### src/rtl/usb_setup_decoder.sv
// SETUP transaction decoder for endpoint 0: qualifies the SETUP token, collects
// the DATA0 request (8 bytes + CRC16) and presents the standard request fields.
module usb_setup_decoder #(
  parameter logic        CHECK_CRC      = 1'b1,
  parameter int unsigned TIMEOUT_CYCLES = 1024
) (
  input  logic        USB_CLKIN,
  input  logic        RST,
  input  logic [6:0]  dev_addr,
  input  logic [23:0] token,
  input  logic        token_strb,
  input  logic [7:0]  pid,
  input  logic [7:0]  data,
  input  logic        data_strb,
  input  logic        data_end,
  input  logic        data_fail,
  output logic [7:0]  bmRequestType,
  output logic [7:0]  bRequest,
  output logic [15:0] wValue,
  output logic [15:0] wIndex,
  output logic [15:0] wLength,
  output logic        setup_valid,
  output logic        ack_strb,
  output logic        setup_err
);

  localparam int TW = (TIMEOUT_CYCLES > 1) ? $clog2(TIMEOUT_CYCLES) : 1;
  localparam logic [TW-1:0] TMO_LAST = TW'(TIMEOUT_CYCLES - 1);

  typedef enum logic [1:0] {IDLE, WAIT_DATA, RECV, CHECK} state_t;

  state_t        state_q, state_d;
  logic [3:0]    cnt_q, cnt_d;
  logic [15:0]   crc_q, crc_d;
  logic [TW-1:0] tmo_q, tmo_d;
  logic          valid_q, valid_d;
  logic          err_q, err_d;
  logic [7:0]    shadow_q [8];
  logic [7:0]    shadow_d [8];
  logic [7:0]    req_q [8];
  logic [7:0]    req_d [8];

  logic setup_tok;
  logic unused_crc5;

  // CRC5 in token[23:19] has already been verified by the receive stage.
  assign setup_tok = (token[3:0] == 4'b1101) && (token[7:4] == ~token[3:0]) &&
                     (token[14:8] == dev_addr) && (token[18:15] == 4'd0);
  assign unused_crc5 = ^token[23:19];

  function automatic logic [15:0] crc16_byte(input logic [15:0] c, input logic [7:0] d);
    logic [15:0] r;
    r = c;
    for (int i = 0; i < 8; i++) begin
      if (r[0] ^ d[i]) r = (r >> 1) ^ 16'hA001;
      else             r = r >> 1;
    end
    return r;
  endfunction

  always_ff @(posedge USB_CLKIN or posedge RST) begin
    if (RST) begin
      state_q <= IDLE;
      cnt_q   <= '0;
      crc_q   <= 16'hFFFF;
      tmo_q   <= '0;
      valid_q <= 1'b0;
      err_q   <= 1'b0;
      for (int i = 0; i < 8; i++) begin
        shadow_q[i] <= '0;
        req_q[i]    <= '0;
      end
    end else begin
      state_q  <= state_d;
      cnt_q    <= cnt_d;
      crc_q    <= crc_d;
      tmo_q    <= tmo_d;
      valid_q  <= valid_d;
      err_q    <= err_d;
      shadow_q <= shadow_d;
      req_q    <= req_d;
    end
  end

  always_comb begin
    state_d  = state_q;
    cnt_d    = cnt_q;
    crc_d    = crc_q;
    tmo_d    = tmo_q;
    valid_d  = 1'b0;
    err_d    = 1'b0;
    shadow_d = shadow_q;
    req_d    = req_q;
    case (state_q)
      WAIT_DATA: begin
        if (token_strb) begin
          if (setup_tok) begin
            tmo_d = '0;
          end else begin
            err_d   = 1'b1;
            state_d = IDLE;
          end
        end else if (data_strb) begin
          if (pid != 8'hC3) begin
            err_d   = 1'b1;
            state_d = IDLE;
          end else begin
            shadow_d[0] = data;
            cnt_d       = 4'd1;
            crc_d       = crc16_byte(16'hFFFF, data);
            state_d     = RECV;
            if (data_end) begin
              err_d   = 1'b1;
              state_d = IDLE;
            end
          end
        end else if (tmo_q == TMO_LAST) begin
          err_d   = 1'b1;
          state_d = IDLE;
        end else begin
          tmo_d = tmo_q + 1'b1;
        end
      end
      RECV: begin
        if (token_strb || data_fail) begin
          err_d = 1'b1;
          if (token_strb && setup_tok) begin
            state_d = WAIT_DATA;
            tmo_d   = '0;
            cnt_d   = '0;
            crc_d   = 16'hFFFF;
          end else begin
            state_d = IDLE;
          end
        end else if (data_strb && cnt_q == 4'd10) begin
          err_d   = 1'b1;
          state_d = IDLE;
        end else begin
          if (data_strb) begin
            if (cnt_q < 4'd8) shadow_d[cnt_q[2:0]] = data;
            cnt_d = cnt_q + 4'd1;
            crc_d = crc16_byte(crc_q, data);
          end
          // Verdict uses the post-byte count/CRC so the result is registered
          // on the data_end edge and shows up during the CHECK cycle.
          if (data_end) begin
            state_d = CHECK;
            if (cnt_d == 4'd10 && (!CHECK_CRC || crc_d == 16'hB001)) begin
              req_d   = shadow_d;
              valid_d = 1'b1;
            end else begin
              err_d = 1'b1;
            end
          end
        end
      end
      default: begin
        state_d = IDLE;
        if (token_strb && setup_tok) begin
          state_d = WAIT_DATA;
          tmo_d   = '0;
          cnt_d   = '0;
          crc_d   = 16'hFFFF;
        end
      end
    endcase
  end

  assign bmRequestType = req_q[0];
  assign bRequest      = req_q[1];
  assign wValue        = {req_q[3], req_q[2]};
  assign wIndex        = {req_q[5], req_q[4]};
  assign wLength       = {req_q[7], req_q[6]};
  assign setup_valid   = valid_q;
  assign ack_strb      = valid_q;
  assign setup_err     = err_q;

endmodule

### config.mk
export PLATFORM = sky130hd
export DESIGN_NAME = usb_setup_decoder
export DESIGN_NICKNAME = d
export VERILOG_FILES = /design/src/rtl/usb_setup_decoder.sv
export SDC_FILE = /design/constraint.sdc
export NUM_CORES = 1
export LEC_CHECK = 0
export CORE_UTILIZATION = 50
export CTS_CLUSTER_DIAMETER = 30
export DETAILED_ROUTE_END_ITERATION = 8
export PLACE_DENSITY = 0.77
export SLEW_MARGIN = 0
export SYNTH_ARGS = -nofsm -noshare
export SYNTH_HDL_FRONTEND = slang
export SYNTH_SLANG_ARGS = --single-unit
### constraint.sdc
create_clock -name USB_CLKIN -period 4.9 [get_ports USB_CLKIN]
set_input_delay 0.98 -clock USB_CLKIN [delete_from_list [all_inputs] [get_ports USB_CLKIN]]
set_output_delay 0.98 -clock USB_CLKIN [all_outputs]
set_load 0.1 [all_outputs]
==> impl_metrics.toml <==
[yosys]
ys_ff_latch = 162
synth_adder_area_share_pct = 0.718
synth_ff_type = "dfrtp_1"
synth_edf_count = 0
synth_compound_area_share_pct = 5.92
synth_cell_types = 60
synth.top_cells.by_area = "dfrtp_1 (42%), mux2_2 (18%), mux2_4 (10%)"
synth_xor_area_share_pct = 6.35
syn_nets = 751
synthSimpleGateAreaFrac_pct = 8.42
syn_area_mm2 = 0.00871
ys_warn_count = 0
synth_top_area_share_pct = 41.9
synth_cells = 693
synth_area_per_cell_um2 = 12.6
synth_top_family_by_area = "multiplexers"
ys_seq_area_share_pct = 46.8
yosys-mux-area-fraction_pct = 28.8
synth_largest_area_cell = "dfrtp_1"
synthArstFlopShare_pct = 100

[final_layout]
num-fill-cells = 1262
final_common_cell = "dfrtp_1"
multi_input_area_mm2 = 0.00437
n_antenna_cell = 0
area_growth_pct = 22.8
mostFrequentLayoutCells = "dfrtp_1 (146), mux2_2 (139), clkdlybuf4s50_1 (114)"
drive_above_1_share_pct = 35.1
seq_area_mm2 = 0.00407
nets = 859

[timing]
setup_ws_ns = 1.03
slew_headroom_pct = 30.7
finalSetupViolCount = 0
tns_ns = 0
worst_pin_slew_ns = 1.04
hold_violations = 0
fin_skew_ns = 0.00800
maxSlewViolCount = 0
max_freq_mhz = 259
rsz0062_at_grt = "false"
fin_crit_sh_pct = 78.9
period_needed_ns = 3.87

[routing]
dr.pass1.iters = 5
ant_nets = 0
viasPerCell = 5.77
wl_per_cell_um = 20.0
wl_um = 20600
first_iter_violations = 401
vias = 5965
drc = 0

[floorplan]
die_area_mm2 = 0.0180
die_x_um = 134
dieHeight_um = 134
coreArea_mm2 = 0.0168
io_pins = 120
rows = 47
initial_utilization_pct = 51.8

[setup_path]
required_ns = 5.20
arrival_ns = 4.17
path_buf_inv = 2
endpoint_kind = "flop"
critPathKind = "input port to flop"
slowest_delay_ns = 0.84
crit_family = "buffers and inverters"
startpoint_type = "input port"
critical_path.max_fanout = 13
slowest_stage = "clkdlybuf4s50_1"
crit_chain = "clkdlybuf4s50_1 > inv_1 > nor3_1 > nand2_1 > o21ai_0 > o211ai_1 > mux2_2"

[pwr]
ir_drop_mv = 0.245
intPower_w = 0.00229
pwr-share-clk_pct = 45.4
pwr-share-comb_pct = 9.5
switching_share_pct = 24.1
powerDensity_mw_per_mm2 = 282
p_leak_nw = 5.07
power.switching_w = 0.000728
seqPwrFrac_pct = 45.2

[clock_network]
cts-resized-gates = 0
cts_setup_buffers = 0
htree_num_levels = 4
tritoncts.num_buffers = 17
cts_tree = "built"
clk_pin_slew_worst_paths_ns = 0.06
clk_latency_ns = 0.42
numClockSinks = 162
ctsHoldBuffers = 0
cts_buffer_depth = 2
clock-root-buffer = "clkbuf_16"

[outcome]
status = "finished, final reports clean"

[global_route]
grt_pass1_vias = 6481
grt_antenna_before_repair = 0
grt_overflow = 0
grt_pass1_wl_um = 33500
grt_max_degree = 163
grt_usage_pct = 24.1

[placed_design]
port_buffers = 114
gp_congestion = 0.836
dpl.hpwl_um = 13500
pre_cts_ws_ns = 0.734

[worst_hold_path]
hold_path_class = "flop to flop"

[flow_run]
maxCapViolCount = 0
==> metrics by stage <==
stage / utilization [%] / power (W) / hold WS, ns / cells / instance area [um^2]
after floorplan: - / 0.00157 / 0.463 / 693 / 8720
after global placement: 60.0 / 0.00166 / 0.480 / 1002 / 10100
after detailed placement: 60.0 / 0.00167 / 0.488 / 1002 / 10100
after CTS: 63.6 / 0.00303 / 0.504 / 1034 / 10700
after global routing: 63.6 / 0.00312 / 0.516 / 1034 / 10700
final: 63.6 / 0.00302 / 0.503 / 1034 / 10700
==> metal layers <==
metal | track usage, % | wire [um] | vias up
met1 | 30.7 | 8930 | 3066
met5 | 0 | 0 | -
li1 | - | - | 2679
met2 | 40.7 | 10400 | 179
met4 | 8.96 | 410 | 0
met3 | 4.72 | 906 | 41
==> synth_stat cells (all sizes together) (2+ instances only) <==
| library cell | n |
|---|---|
| nor3 | 5 |
| nand3b | 4 |
| dfstp | 16 |
| nand2b | 7 |
| mux2i | 4 |
| xnor2 | 30 |
| a211oi | 2 |
| o22a | 2 |
| nand2 | 33 |
| nand4 | 5 |
| a2bb2oi | 2 |
| o2bb2ai | 2 |
| nand3 | 8 |
| a21o | 3 |
| or2 | 4 |
| and2 | 8 |
| nor2 | 37 |
| o31ai | 5 |
| a21oi | 42 |
| dfrtp | 146 |
| a22oi | 3 |
| clkbuf | 29 |
| nor3b | 2 |
| a31oi | 2 |
| ha | 5 |
| or4 | 6 |
| mux2 | 199 |
| buf | 17 |
| nor4 | 4 |
| xnor3 | 5 |
| inv | 10 |
| xor2 | 12 |
| o21ai | 10 |
| nand4b | 5 |
| nor2b | 3 |
==> registers in the layout, summed over array words and instances, names as in the netlist <==
signal	flops
tmo_q	10
shadow_q	64
cnt_q	4
bmRequestType	8
state_q	2
crc_q	16
wLength	16
setup_err	1
bRequest	8
wIndex	16
ack_strb	1
wValue	16
==> worst reg2reg max path, cell delays in order (launching register included) <==
cell     delay (ns)
dfstp_2        0.58
xnor2_1        0.18
xnor3_1        0.49
xnor3_1        0.27
xnor2_1        0.27
o32ai_2        0.16
nand4_4        0.10
buf_12         0.41
mux2_2         0.43
==> worst paths after layout <==
check | startpoint | endpoint | slack, ns | depth (start not counted)
worst max-delay path | data_strb | shadow_q[63] | 1.03 | 7
worst min-delay path | shadow_q[1] | shadow_q[1] | 0.50 | 1
worst max register to register | crc_q[4] | bRequest[7] | 1.88 | 8
worst min register to register | shadow_q[1] | shadow_q[1] | 0.50 | 1
max in group asynchronous | RST | shadow_q[33] | 3.06 | 3
min in group asynchronous | RST | tmo_q[1] | 1.07 | 3
==> cell families after synthesis <==
logic type / Yosys count
fa+ha+maj: 5
simple gates: 136
buf+inv: 56
flops: 162
mux: 203
compound gates: 83
xor+xnor: 48
==> layout make-up <==
cell class / count / share of cell area [%]
Clock buffer: 20 / 4.36
Clock inverter: 12 / 1.35
Inverter: 10 / 0.386
Multi-Input combinational cell: 475 / 40.9
Sequential cell: 162 / 38.1
Tap cell: 220 / 2.57
Timing Repair Buffer: 135 / 12.4
==> power groups by stage <==
stage | registers [W] | clock network (W) | logic [W]
floorplan | 0.00138 | 0 | 0.000189
global placement | 0.00139 | 0 | 0.000277
detailed placement | 0.00139 | 0 | 0.000283
CTS | 0.00136 | 0.00138 | 0.000284
global route | 0.00136 | 0.00145 | 0.000307
finish | 0.00136 | 0.00137 | 0.000286
Power figures use the tool's default switching activity.
